### config.mk
export PLATFORM = sky130hd
export DESIGN_NAME = edge_pulse_debounce
export DESIGN_NICKNAME = d
export VERILOG_FILES = /design/src/rtl/mdr_pkg.sv /design/src/rtl/debounce_ch.sv /design/src/rtl/edge_pulse_debounce.sv
export SDC_FILE = /design/constraint.sdc
export NUM_CORES = 1
export LEC_CHECK = 0
export ABC_AREA = 1
export CAP_MARGIN = 20
export CORE_MARGIN = 4
export CORE_UTILIZATION = 58
export DETAILED_ROUTE_END_ITERATION = 12
export PLACE_DENSITY = 0.83
export SYNTH_ARGS = -nofsm -noshare
export SYNTH_HDL_FRONTEND = slang
export SYNTH_SLANG_ARGS = --single-unit
export TNS_END_PERCENT = 30
### constraint.sdc
create_clock -name clk -period 2.3 [get_ports clk]
set_input_delay 0.46 -clock clk [delete_from_list [all_inputs] [get_ports clk]]
set_output_delay 0.46 -clock clk [all_outputs]
set_load 0.01 [all_outputs]
### src/rtl/mdr_pkg.sv
// Shared types and defaults for the multi-channel edge/pulse debouncer.
package mdr_pkg;

  // Edge selection, shared by every channel of a debouncer instance.
  typedef enum logic [1:0] {
    EDGE_RISE = 2'b00,
    EDGE_FALL = 2'b01,
    EDGE_BOTH = 2'b10,
    EDGE_OFF  = 2'b11
  } edge_mode_t;

  // Default geometry of the block.
  localparam int NCH_DEF      = 4;
  localparam int SYNC_DEF     = 2;
  localparam int DEBOUNCE_DEF = 4;

  // Decide whether an accepted level change is an event of interest.
  // new_level is the level that has just been accepted.
  function automatic logic edge_hit(input edge_mode_t m, input logic new_level);
    logic hit;
    hit = 1'b0;
    case (m)
      EDGE_RISE: hit = new_level;
      EDGE_FALL: hit = ~new_level;
      EDGE_BOTH: hit = 1'b1;
      EDGE_OFF:  hit = 1'b0;
      default:   hit = 1'b0;
    endcase
    return hit;
  endfunction

endpackage : mdr_pkg

### src/rtl/debounce_ch.sv
// One debouncer channel: synchroniser, stability counter, accepted level
// and a registered one-cycle event pulse.
//
// Control priority at each rising clock edge:
//   sync_rst=1        -> everything cleared, even with enb=0
//   enb=0             -> all state held, pulse registered to 0
//   enb=1             -> synchroniser shifts, counter/level/pulse advance
// There is no handshake: data_in is a free-running level and pulse_out is
// a single-cycle strobe with no backpressure.
module debounce_ch
  import mdr_pkg::*;
#(
  parameter int SYNC_STAGES     = SYNC_DEF,
  parameter int DEBOUNCE_CYCLES = DEBOUNCE_DEF
) (
  input  logic       clk,
  input  logic       rst,
  input  logic       enb,
  input  logic       sync_rst,
  input  logic       data_in,
  input  logic [1:0] mode,
  output logic       level_out,
  output logic       pulse_out
);

  // Counter only ever holds 0 .. DEBOUNCE_CYCLES-1.
  localparam int CW = $clog2(DEBOUNCE_CYCLES + 1);
  localparam logic [CW-1:0] CNT_MAX = CW'(DEBOUNCE_CYCLES - 1);
  localparam logic [CW-1:0] CNT_ONE = CW'(1);

  logic [SYNC_STAGES-1:0] sync_q, sync_d;
  logic [CW-1:0]          cnt_q, cnt_d;
  logic                   level_q, level_d;
  logic                   pulse_q, pulse_d;

  logic                   synced;
  logic                   update;
  edge_mode_t             mode_e;

  assign synced = sync_q[SYNC_STAGES-1];
  assign mode_e = edge_mode_t'(mode);

  // Next-state logic: synchroniser shift, debounce count and event decision.
  always_comb begin
    sync_d  = sync_q;
    cnt_d   = cnt_q;
    level_d = level_q;
    pulse_d = 1'b0;
    update  = 1'b0;

    if (sync_rst) begin
      sync_d  = '0;
      cnt_d   = '0;
      level_d = 1'b0;
    end else if (enb) begin
      // sync[0] takes the raw input, each later stage takes its predecessor.
      sync_d = {sync_q[SYNC_STAGES-2:0], data_in};

      if (synced == level_q) begin
        // Input agrees with the accepted level: any partial count is void.
        cnt_d = '0;
      end else if (cnt_q == CNT_MAX) begin
        // New level has held long enough; accept it on this edge.
        level_d = synced;
        cnt_d   = '0;
        update  = 1'b1;
      end else begin
        cnt_d = cnt_q + CNT_ONE;
      end

      // Mode matters only at the edge where the level is accepted.
      pulse_d = update & edge_hit(mode_e, synced);
    end
  end

  // State registers with asynchronous active-low reset.
  always_ff @(posedge clk or negedge rst) begin
    if (!rst) begin
      sync_q  <= '0;
      cnt_q   <= '0;
      level_q <= 1'b0;
      pulse_q <= 1'b0;
    end else begin
      sync_q  <= sync_d;
      cnt_q   <= cnt_d;
      level_q <= level_d;
      pulse_q <= pulse_d;
    end
  end

  assign level_out = level_q;
  assign pulse_out = pulse_q;

endmodule : debounce_ch

### src/rtl/edge_pulse_debounce.sv
// Multi-channel synchronise/debounce/edge-pulse block. Each channel is an
// independent debounce_ch; this level only fans out the shared controls
// and mode, and ORs the per-channel pulses into any_pulse.
module edge_pulse_debounce
  import mdr_pkg::*;
#(
  parameter int NCH             = NCH_DEF,
  parameter int SYNC_STAGES     = SYNC_DEF,
  parameter int DEBOUNCE_CYCLES = DEBOUNCE_DEF
) (
  input  logic           clk,
  input  logic           rst,
  input  logic           enb,
  input  logic           sync_rst,
  input  logic [NCH-1:0] data_in,
  input  logic [1:0]     mode,
  output logic [NCH-1:0] level_out,
  output logic [NCH-1:0] pulse_out,
  output logic           any_pulse
);

  // One debouncer per input bit; channels share only clock, controls and mode.
  for (genvar c = 0; c < NCH; c++) begin : g_ch
    debounce_ch #(
      .SYNC_STAGES    (SYNC_STAGES),
      .DEBOUNCE_CYCLES(DEBOUNCE_CYCLES)
    ) u_ch (
      .clk      (clk),
      .rst      (rst),
      .enb      (enb),
      .sync_rst (sync_rst),
      .data_in  (data_in[c]),
      .mode     (mode),
      .level_out(level_out[c]),
      .pulse_out(pulse_out[c])
    );
  end

  // Registered pulses are ORed combinationally, so any_pulse is also one cycle.
  always_comb begin
    any_pulse = |pulse_out;
  end

endmodule : edge_pulse_debounce

==> Word-level counts from Yosys, hierarchy flattened <==
Index checks and enable logic that the tools add are counted.
{ "totals": {"inputBits": 10, "reg_bits": 28, "out_inout_bits": 9, "wordCells": 130} }
{ "op_classes": {"reduce_logical": 11, "bitwise": 8, "eq_ne": 15, "n_addsub": 4, "muxes": 76} }
{ "op_table": {"columns": ["cell", "count"], "rows": [
  ["2-to-1 mux 1 bit", 48],
  ["2-to-1 mux 3 bit", 16],
  ["2-to-1 mux 2 bit", 8],
  ["one-hot mux 1 bit (4 select lines)", 4],
  ["adder 3 x 1 -> 3 bit, second input constant", 4],
  ["equality test 3 x 2 -> 1 bit, second input constant", 4],
  ["AND reduction 3 bit", 4],
  ["nonzero test 2 bit", 5],
  ["inequality test 2 bit, second input constant", 4],
  ["bitwise AND 1 bit", 4],
  ["equality test 1 bit", 4],
  ["equality test 2 bit, second input constant", 2],
  ["inverter 1 bit", 4],
  ["OR reduction 4 bit", 1],
  ["equality test 2 x 1 -> 1 bit, second input constant", 1],
  ["zero test 2 bit", 1]
]} }

==> Logic depth before layout (Yosys ltp) <==
{ "logic_depth": {"depth_word": 8, "depth_mapped": 7, "depth_no_buf": 6} }

==> Hierarchy <==
Synthesis repeated with hierarchy kept, for this count alone.
{ "unflattened": {"cells_unflattened": 199, "hier_area_um2": 1472.7} }
{ "by_module_without_submodules": {"columns": ["module", "seq_area_each_um2", "area_each_um2", "cells_per_inst", "instances"], "rows": [
  ["debounce_ch", 175.2, 365.4, 49, 4],
  ["edge_pulse_debounce", 0.0, 11.3, 3, 1]
]} }

==> Worst setup path before layout <==
Ideal clock, no wire load.
{ "synth_timing": {"path_type": "input to register", "from": "input port enb", "to": "register g_ch[2].u_ch.cnt_q[0]", "path_stages": 6, "setup_time_ns": 0.118, "t_arrival_ns": 1.001, "n_path_buf": 2, "required_time_ns": 2.182, "setup_slack_ns": 1.181, "path_cell_list": "buf_4 nor2_2 buf_6 nor2_1 nand3_1 nand2_1"} }
{ "synth_between": {"elab_chain_len": 1} }
{ "synth_lines": {"columns": ["element", "line_no", "text"], "rows": [
  ["start, declared", "edge_pulse_debounce.sv:13", "input logic enb,"],
  ["nonzero test 2 bit (no line)", null, null],
  ["end signal, assigned", "debounce_ch.sv:85", "cnt_q <= cnt_d;"],
  ["end, declared", "debounce_ch.sv:32", "logic [CW-1:0] cnt_q, cnt_d;"]
]} }
No other way between the ends.
A chain may end at the register's enable or synchronous reset.

==> Worst setup path in the final report <==
{ "layout_timing": {"from": "register g_ch[3].u_ch.pulse_q", "to": "output port any_pulse"} }
{ "layout_between": {"elab_chain_len": 1} }
{ "layout_lines": {"columns": ["element", "line_no", "text"], "rows": [
  ["start, declared", "debounce_ch.sv:34", "logic pulse_q, pulse_d;"],
  ["start signal, assigned", "debounce_ch.sv:87", "pulse_q <= pulse_d;"],
  ["OR reduction 4 bit", "edge_pulse_debounce.sv:41", "any_pulse = |pulse_out;"],
  ["end, declared", "edge_pulse_debounce.sv:19", "output logic any_pulse"]
]} }
No other way between the ends.

==> results.txt <==
Status: finished clean
Worst reg-to-reg setup slack: 1.04 ns
Post-synthesis cell type count: 19
TNS Setup: 0 ns
Worst hold margin: 0.484 ns
Worst VDD drop: 0.000436 V
Ant diodes: 0
Post-route ant nets: 0
Setup crit end: any_pulse
Setup-failing EPs final: 0
Starting Density: 60.5%
Final wirelength: 3050 µm
Delay-heaviest family, CP: buffers and inverters
First-pass GRT wire length: 5320 µm
Worst-path fanout max: 2
Reg2Reg Depth: 6
Core Box Area: 0.00248 mm²
H-tree levels: 1
Die Y: 58.8 µm
Fraction of layout cells with a size suffix above 1: 6.12%
Die Span X: 58.8 µm
Gr ovfl total: 0
Synthesized flop and latch total: 28
Layout area overhead: 10.6%
Row Count: 18
Worst Path Class, Setup: flop to output port
Synth warn: 0
Buffer and inverter count on the worst path: 1
Hold WC Path Type: input port to async pin
Post-layout nets: 211
Worst slack, placed: 0.417 ns
RSZ-0062 raised after global routing: no
Post-DP HPWL: 2160 µm
FMAX: 545 MHz
Worst path max stage delay: 0.47 ns
Rel. slew slack: 66.7%
Largest net degree at the start of global routing: 29
CTS resizes: 0
Worst setup margin: 0.467 ns
TritonCTS clock tree: built
DR DRC count: 0
Final Hold Fails: 0
Final Critical Period: 1.83 ns
Clock Path Buffers: 2
Fillers: 211
Routability Congestion: 0.793
Post-Synthesis Cells: 184
Die footprint: 0.00346 mm²
CP Launch Type: flop
Final worst path period share: 79.7%
Initial antenna violation count: 0
Postcts setup bufs: 0
TritonCTS sink count: 28
CTS Root Cell: clkbuf_4
Clk_lat worst skew: 0.33 ns
First-pass iteration count of the detailed router: 4
Pins Over Slew Limit: 0
Clock slew at reported path FFs: 0.15 ns
I/O pins: 19
Worst r2r src: g_ch[2].u_ch.cnt_q[0]
Port Buf Inserts: 18
CP required: 1.84 ns
Worst Max-Slew Pin Slew: 0.498 ns
Cells along the critical path: nor2_1 > nand2_1 > clkdlybuf4s50_1
Setup Skew: 0.00333 ns
Vias: 1237
Routed vias/inst: 5.47
Avg Cell Area, Syn: 8.14 µm²
Vias in the first global route: 1202
Crit path from: g_ch[3].u_ch.pulse_out
CTS Buf Count: 3
Critical Path AT: 1.37 ns
CP max-delay cell: clkdlybuf4s50_1
Register area share after synthesis: 46.8%
Syn Nets: 198
Stages on worst setup path: 3
Starting DRT DRC Count: 44
Post-layout util: 66.9%
Leakage power total: 0.803 nW
WL/cell: 13.5 µm
GRT Util Overall: 20.0%
Area occupied by multi-input gates: 586 µm²
Hold buffers post-CTS: 0
Setup crit end kind: output port
FF-to-FF End: g_ch[2].u_ch.level_out
MaxCap Viol Count: 0
Post-Syn Area: 0.00150 mm²
Register area: 701 µm²
Pwr/cell area: 502 mW/mm²
## how the worst min path moves through the flow
stage | start | end | slack (ns) | cells after the start
after floorplan | rst | g_ch[0].u_ch.cnt_q[0] | 0.16 | 0
after global placement | g_ch[1].u_ch.cnt_q[1] | g_ch[1].u_ch.cnt_q[1] | 0.47 | 2
after detailed placement | g_ch[1].u_ch.cnt_q[1] | g_ch[1].u_ch.cnt_q[1] | 0.48 | 2
after CTS | rst | g_ch[3].u_ch.pulse_out | 0.50 | 2
after global routing | rst | g_ch[3].u_ch.pulse_out | 0.51 | 2
final | rst | g_ch[3].u_ch.sync_q[1] | 0.48 | 2
## routing by layer
metal | wire [µm] | track usage [%] | vias up
met5 | 0 | 0 | -
met4 | 42 | 7.44 | 0
met3 | 194 | 2.41 | 7
met2 | 1490 | 34.9 | 41
met1 | 1320 | 25.2 | 588
li1 | - | - | 601
## state kept, by name (all words and copies together), names as in the netlist
name	flops
g_ch.u_ch.sync_q	8
g_ch.u_ch.pulse_out	4
g_ch.u_ch.cnt_q	12
g_ch.u_ch.level_out	4
## placed cells by master, fill, tap and decap left out
cell             synthesis  layout
nand2_1                 57      57
dfrtp_1                 28      28
nor2_1                  21      21
inv_1                   21      21
clkdlybuf4s50_1          0      18
nand3_1                 13      13
o21ai_0                  9       9
nand4_1                  5       5
o22ai_1                  4       4
ha_1                     4       4
clkbuf_4                 0       3
inv_8                    2       2
nand4_2                  2       2
a21oi_1                  2       2
buf_4                    9       2
nand2_8                  1       1
nor2_2                   1       1
a21boi_1                 1       1
o21bai_1                 1       1
clkbuf_8                 0       1
## per-stage QoR
step | std cells | instance area [µm²] | power [mW]
6_report | 226 | 1660 | 0.831
5_1_grt | 226 | 1660 | 0.859
4_1_cts | 226 | 1660 | 0.829
3_5_place_dp | 222 | 1620 | 0.595
3_3_place_gp | 222 | 1620 | 0.592
2_1_floorplan | 184 | 1500 | 0.563
## cell families after synthesis
kind of cell / Yosys count / synth area share [%]
and+or+nand+nor: 100 / 29.4
buffers and inverters: 35 / 14.1
adders and majority gates: 4 / 3.34
AOI/OAI and AO/OA: 17 / 6.35
DFF: 28 / 46.8
## cells in the mapped netlist, drive strengths merged
| cell | n | share of area [%] |
|---|---|---|
| dfrtp | 28 | 47 |
| o21ai | 9 | 3.0 |
| nand2 | 58 | 16 |
| nand4 | 7 | 3.8 |
| a21oi | 2 | 0.67 |
| buf | 12 | 7.4 |
| o21bai | 1 | 0.50 |
| nand3 | 13 | 4.3 |
| ha | 4 | 3.3 |
| a21boi | 1 | 0.50 |
| o22ai | 4 | 1.7 |
| nor2 | 22 | 5.7 |
| inv | 23 | 6.8 |
## power by group
part | internal [mW] | switching [mW]
combinational | 0.0298 | 0.0521
clock | 0.0970 | 0.147
sequential | 0.500 | 0.00504
## area by class of cell
cell class	count	share of cell area [%]
clock buffers	4	2.19
inverters	23	6.12
multi-input cells	121	35.3
flip-flops and latches	28	42.3
well taps	30	2.27
repair buffers	20	11.8
Power figures use the tool's default switching activity.
==> patch 1, RTL diff (same settings) <==
Set the package constant `NCH_DEF` to 6 (it was 4).
--- a/src/rtl/mdr_pkg.sv
+++ b/src/rtl/mdr_pkg.sv
@@ -10,7 +10,7 @@
   } edge_mode_t;
 
   // Default geometry of the block.
-  localparam int NCH_DEF      = 4;
+  localparam int NCH_DEF      = 6;
   localparam int SYNC_DEF     = 2;
   localparam int DEBOUNCE_DEF = 4;
 
Interface: changed (resized data_in, level_out and pulse_out); port bits go from 19 to 25. The function was not compared with the original's and may differ.
==> patch 1 against the unedited design <==
- total power is 63% higher
- area after synthesis grew 42%
- largest power group unchanged
- setup slack better by 0.022 ns
- critical path type unchanged
- highest routed layer unchanged
- cell count grew 48%
- sequential cell count up 14
- final area up 46%
- routed wire length up 46%
- clock power increased by 98%
==> patch 1: results (changes against the unedited design) <==
stage,metric,value,unit,change
layout,reg_top3,"g_ch.u_ch.cnt_q x18, g_ch.u_ch.sync_q x12",,
logic_synthesis,synthAdderAreaFrac,0.03536,,+0.001940
layout,drive_gt1_frac,0.06250,,+0.001276
drt,wl_per_cell,13.38,um,-1.0%
logic_synthesis,syn_nets,287,,+45%
drt,firstDrtPassIters,4,,unchanged
clock_tree,path_clk_slew,0.08,ns,-0.07 ns
power_and_ir_drop,p_leak,1.206,nW,+50%
grt,grt_pass1_vias,1721,,+43%
clock_tree,root_buffer,clkbuf_8,,
placed_design,dpl.hpwl,3.293,mm,+52%
grt,antenna_found_initial,0,,unchanged
logic_synthesis,synthMuxAreaShare,0,,unchanged
grt,grt_pass1_wl,7.596,mm,+43%
clock_tree,numCtsBuffers,5,,+2
placed_design,dp.cells,326,,+47%
placed_design,place_congestion,0.8142,,+2.6%
timing,relSlewSlack,0.7180,,+0.05111
critical_path,cp.arrival,1.35,ns,-0.02 ns
placed_design,place_ws,0.4163,ns,-0.0003710 ns
logic_synthesis,synthTopCellsByArea,"dfrtp_1, nand2_1, nor2_1",,
logic_synthesis,synth.avg_cell_area,7.893,um2,-3.0%
logic_synthesis,async_flop_share,1.000,,unchanged
grt,grt_max_degree,26,,-10%
critical_path,worst-path-max-fanout,2,,unchanged
power_and_ir_drop,peakVddDrop,0.0004734,V,+8.5%
layout,final_nets,305,,+45%
logic_synthesis,ys_top_cells_by_count,"nand2_1, dfrtp_1, nor2_1, inv_1, nand3_1",,
placed_design,portBuffers,24,,+6
layout,diodes,0,,unchanged
clock_tree,cts_max_level,2,,+1
logic_synthesis,synth_xor_area_frac,0,,unchanged
outcome,status,"complete, no violations",,
drt,drt_iter0_drc,113,,+160%
clock_tree,clock_latency,0.29,ns,-0.04 ns
hold_path,worstHoldPathType,primary input to async pin,,
grt,grtUsageTotal,0.2241,,+0.02448
clock_tree,cts_max_path_buffers,2,,unchanged
logic_synthesis,ys.warnings.count,0,,unchanged
logic_synthesis,yosysSeqAreaShare,0.4950,,+0.02715
logic_synthesis,yosysUniqueCellTypes,17,,-2
drt,vias,1784,,+44%
timing,skew,0.008811,ns,+0.005484 ns
clock_tree,cts_resized,0,,unchanged
drt,wl,4.468,mm,+46%
clock_tree,cts_setup_buffers,0,,unchanged
logic_synthesis,synth_compound_area_frac,0.06011,,-0.003386
## patch 1: changes by cell type after synthesis, moves of 4 or more
cell     delta
a21oi_1     +4
buf_4       +5
dfrtp_1    +14
inv_1       +8
nand2_1    +27
nand3_1     +8
nand4_1     +5
nor2_1      +9
o21ai_1     +6
## patch 1: cell type report
| cell class | instances | area [um2] |
|---|---|---|
| Fill cell | 275 | 1028 |
| Sequential cell | 42 | 1051 |
| Clock inverter | 1 | 5.005 |
| Multi-Input combinational cell | 177 | 820.8 |
| Tap cell | 46 | 57.56 |
| Inverter | 32 | 120.1 |
| Clock buffer | 7 | 86.33 |
| Timing Repair Buffer | 29 | 272.8 |
## patch 1: path summary, 6_finish.rpt
kind                            cells past startpoint  slack [ns]                    from                endpoint
worst min-delay path                                1        0.04                     rst  g_ch[0].u_ch.level_out
max in group asynchronous                           2        1.74                     rst   g_ch[0].u_ch.cnt_q[0]
min in group clk                                    2        0.48   g_ch[5].u_ch.cnt_q[1]   g_ch[5].u_ch.cnt_q[1]
worst min register to register                      2        0.48   g_ch[5].u_ch.cnt_q[1]   g_ch[5].u_ch.cnt_q[1]
worst max register to register                      6        1.12   g_ch[2].u_ch.cnt_q[0]  g_ch[2].u_ch.level_out
worst max-delay path                                3        0.49  g_ch[1].u_ch.pulse_out               any_pulse
## patch 1: where the power goes
group | internal [mW] | total, mW | leakage (nW) | switching (mW)
clock | 0.242 | 0.482 | 0.0482 | 0.240
combinational | 0.0395 | 0.115 | 0.576 | 0.0755
sequential | 0.749 | 0.756 | 0.581 | 0.00713
total | 1.03 | 1.35 | 1.21 | 0.323
## patch 1: routing by layer
layer	GRT usage	share of wire	vias to the layer above
met5	0	0	-
met4	0.07940	0.018	0
met3	0.05997	0.074	8
met2	0.3504	0.45	63
met1	0.2996	0.46	834
li1	-	-	879
## patch 1: worst max-delay path, stage by stage (launching register included)
cell,delay [ns]
dfrtp_1,0.38
nor2_1,0.12
nand3_1,0.07
clkdlybuf4s50_1,0.48
## patch 1: per-stage QoR
| stage | instance area [um2] | hold slack, ns |
|---|---|---|
| CTS | 2414 | 0.03606 |
| floorplan | 2123 | 0.1644 |
| global placement | 2322 | 0.3612 |
| global route | 2414 | 0.03553 |
| detailed placement | 2322 | 0.3586 |
| finish | 2414 | 0.03580 |
## patch 1: cells by family (layout without fill, tap and decap cells)
logic type / Yosys count / count (layout)
compound gates: 24 / 24
fa+ha+maj: 6 / 6
buf+inv: 50 / 69
flops: 42 / 42
simple gates: 147 / 147
==> patch 2, RTL diff (config.mk and constraints unchanged) <==
Made on the original files. Register the output `level_out`; this adds one clock of latency there. The other outputs are not delayed to match.
--- a/src/rtl/edge_pulse_debounce.sv
+++ b/src/rtl/edge_pulse_debounce.sv
@@ -19,6 +19,8 @@
   output logic           any_pulse
 );
 
+  logic [NCH-1:0] level_c;
+
   // One debouncer per input bit; channels share only clock, controls and mode.
   for (genvar c = 0; c < NCH; c++) begin : g_ch
     debounce_ch #(
@@ -31,7 +33,7 @@
       .sync_rst (sync_rst),
       .data_in  (data_in[c]),
       .mode     (mode),
-      .level_out(level_out[c]),
+      .level_out(level_c[c]),
       .pulse_out(pulse_out[c])
     );
   end
@@ -41,5 +43,9 @@
     any_pulse = |pulse_out;
   end
 
+  always_ff @(posedge clk) begin
+    level_out <= level_c;
+  end
+
 endmodule : edge_pulse_debounce
 
Function: changed (Yosys sat finds a counterexample within 10 cycles, from zero or initial values and one cycle with rst low).
==> patch 2 against the unedited design <==
- non-clock buffer count fell by 1
- area after synthesis increased by 2.5%
- routed wire length increased by 0.98%
- count of clock-buffer cells in the layout up 4
- final area grew 5.4%
- clock power up 35%
- sequential cell count grew 4
- setup slack better by 0.032 ns
- total power up 19%
- largest power group unchanged
==> patch 2: results (changes against the unedited design) <==
stage,metric,value,unit,change
logic_synthesis,synthTopCellsByArea,"dfrtp_1, nand2_1, dfxtp_1",,
layout,final_nets,214,,+1.4%
critical_path,crit-reg2reg-launch,g_ch[1].u_ch.cnt_q[0],,
timing,fin_ws,0.4983,ns,+0.03179 ns
critical_path,r2r_end,g_ch[1].u_ch.level_out,,
clock_tree,cts_max_level,2,,+1
logic_synthesis,synth_cells,181,,-1.6%
logic_synthesis,ys_top_cells_by_count,"nand2_1, dfrtp_1, inv_1, nor2_1, nand3_1",,
grt,grtUsageTotal,0.2083,,+0.008684
placed_design,place_congestion,0.8459,,+6.6%
placed_design,place_ws,0.4170,ns,+0.0002680 ns
layout,nFillCells,194,,-8.1%
drt,vias_per_cell,5.377,,-1.8%
timing,worst_slew_pin_slew,0.6450,ns,+0.1469 ns
critical_path,r2r_slack,1.09,ns,+0.05 ns
timing,skew,0.006005,ns,+0.002677 ns
layout,finalNonFillerCells,231,,+2.2%
power_and_ir_drop,p_leak,0.8474,nW,+5.6%
placed_design,dp.cells,223,,+0.45%
logic_synthesis,syn_nets,195,,-1.5%
outcome,status,"complete, no violations",,
drt,drt_iter0_drc,28,,-36%
grt,grt_pass1_vias,1223,,+1.7%
layout,reg_top3,"g_ch.u_ch.cnt_q x12, g_ch.u_ch.sync_q x8",,
layout,drive_gt1_frac,0.06468,,+0.003452
drt,wl_per_cell,13.35,um,-1.2%
clock_tree,numCtsBuffers,5,,+2
logic_synthesis,async_flop_share,0.8750,,-0.1250
logic_synthesis,yosysSeqAreaShare,0.5086,,+0.04072
grt,grt_pass1_wl,5.223,mm,-1.8%
layout,final_util,0.6987,,+0.03001
power_and_ir_drop,peakVddDrop,0.0004496,V,+3.1%
logic_synthesis,yosysUniqueCellTypes,20,,+1
placed_design,dpl.hpwl,2.204,mm,+1.9%
hold_path,hp-start,g_ch[3].u_ch.level_out,,
hold_path,worstHoldPathType,register to register,,
placed_design,dpl_cell_area,1688,um2,+4.2%
clock_tree,path_clk_slew,0.09,ns,-0.06 ns
critical_path,cp.arrival,1.34,ns,-0.03 ns
timing,whs,0.4035,ns,-0.07998 ns
patch 2: cell type report:
| cell class | count | area share |
|---|---|---|
| inverter | 24 | 0.06017 |
| clock buffer | 8 | 0.03367 |
| multi-input combinational | 118 | 0.3302 |
| sequential | 32 | 0.4470 |
| timing repair buffer | 19 | 0.1074 |
| tap | 30 | 0.02149 |
patch 2: cells by family after synthesis:
group           after synthesis  share of synthesized area
compound gates               16                    0.05541
fa+ha+maj                     4                    0.03260
buf+inv                      31                     0.1157
flops                        32                     0.5086
simple gates                 98                     0.2877
patch 2: per-layer routing:
layer | GRT usage | up-vias | routed length, um
met1 | 0.2287 | 589 | 1296
met5 | 0 | - | 0
met3 | 0.07625 | 7 | 224
met2 | 0.3479 | 33 | 1501
li1 | - | 613 | -
met4 | 0.1100 | 0 | 61
patch 2: report_power, final:
group / internal (mW) / total (mW) / switching, mW
sequential: 0.568 / 0.573 / 0.00478
clock: 0.151 / 0.330 / 0.179
combinational: 0.0296 / 0.0827 / 0.0531
total: 0.749 / 0.986 / 0.237
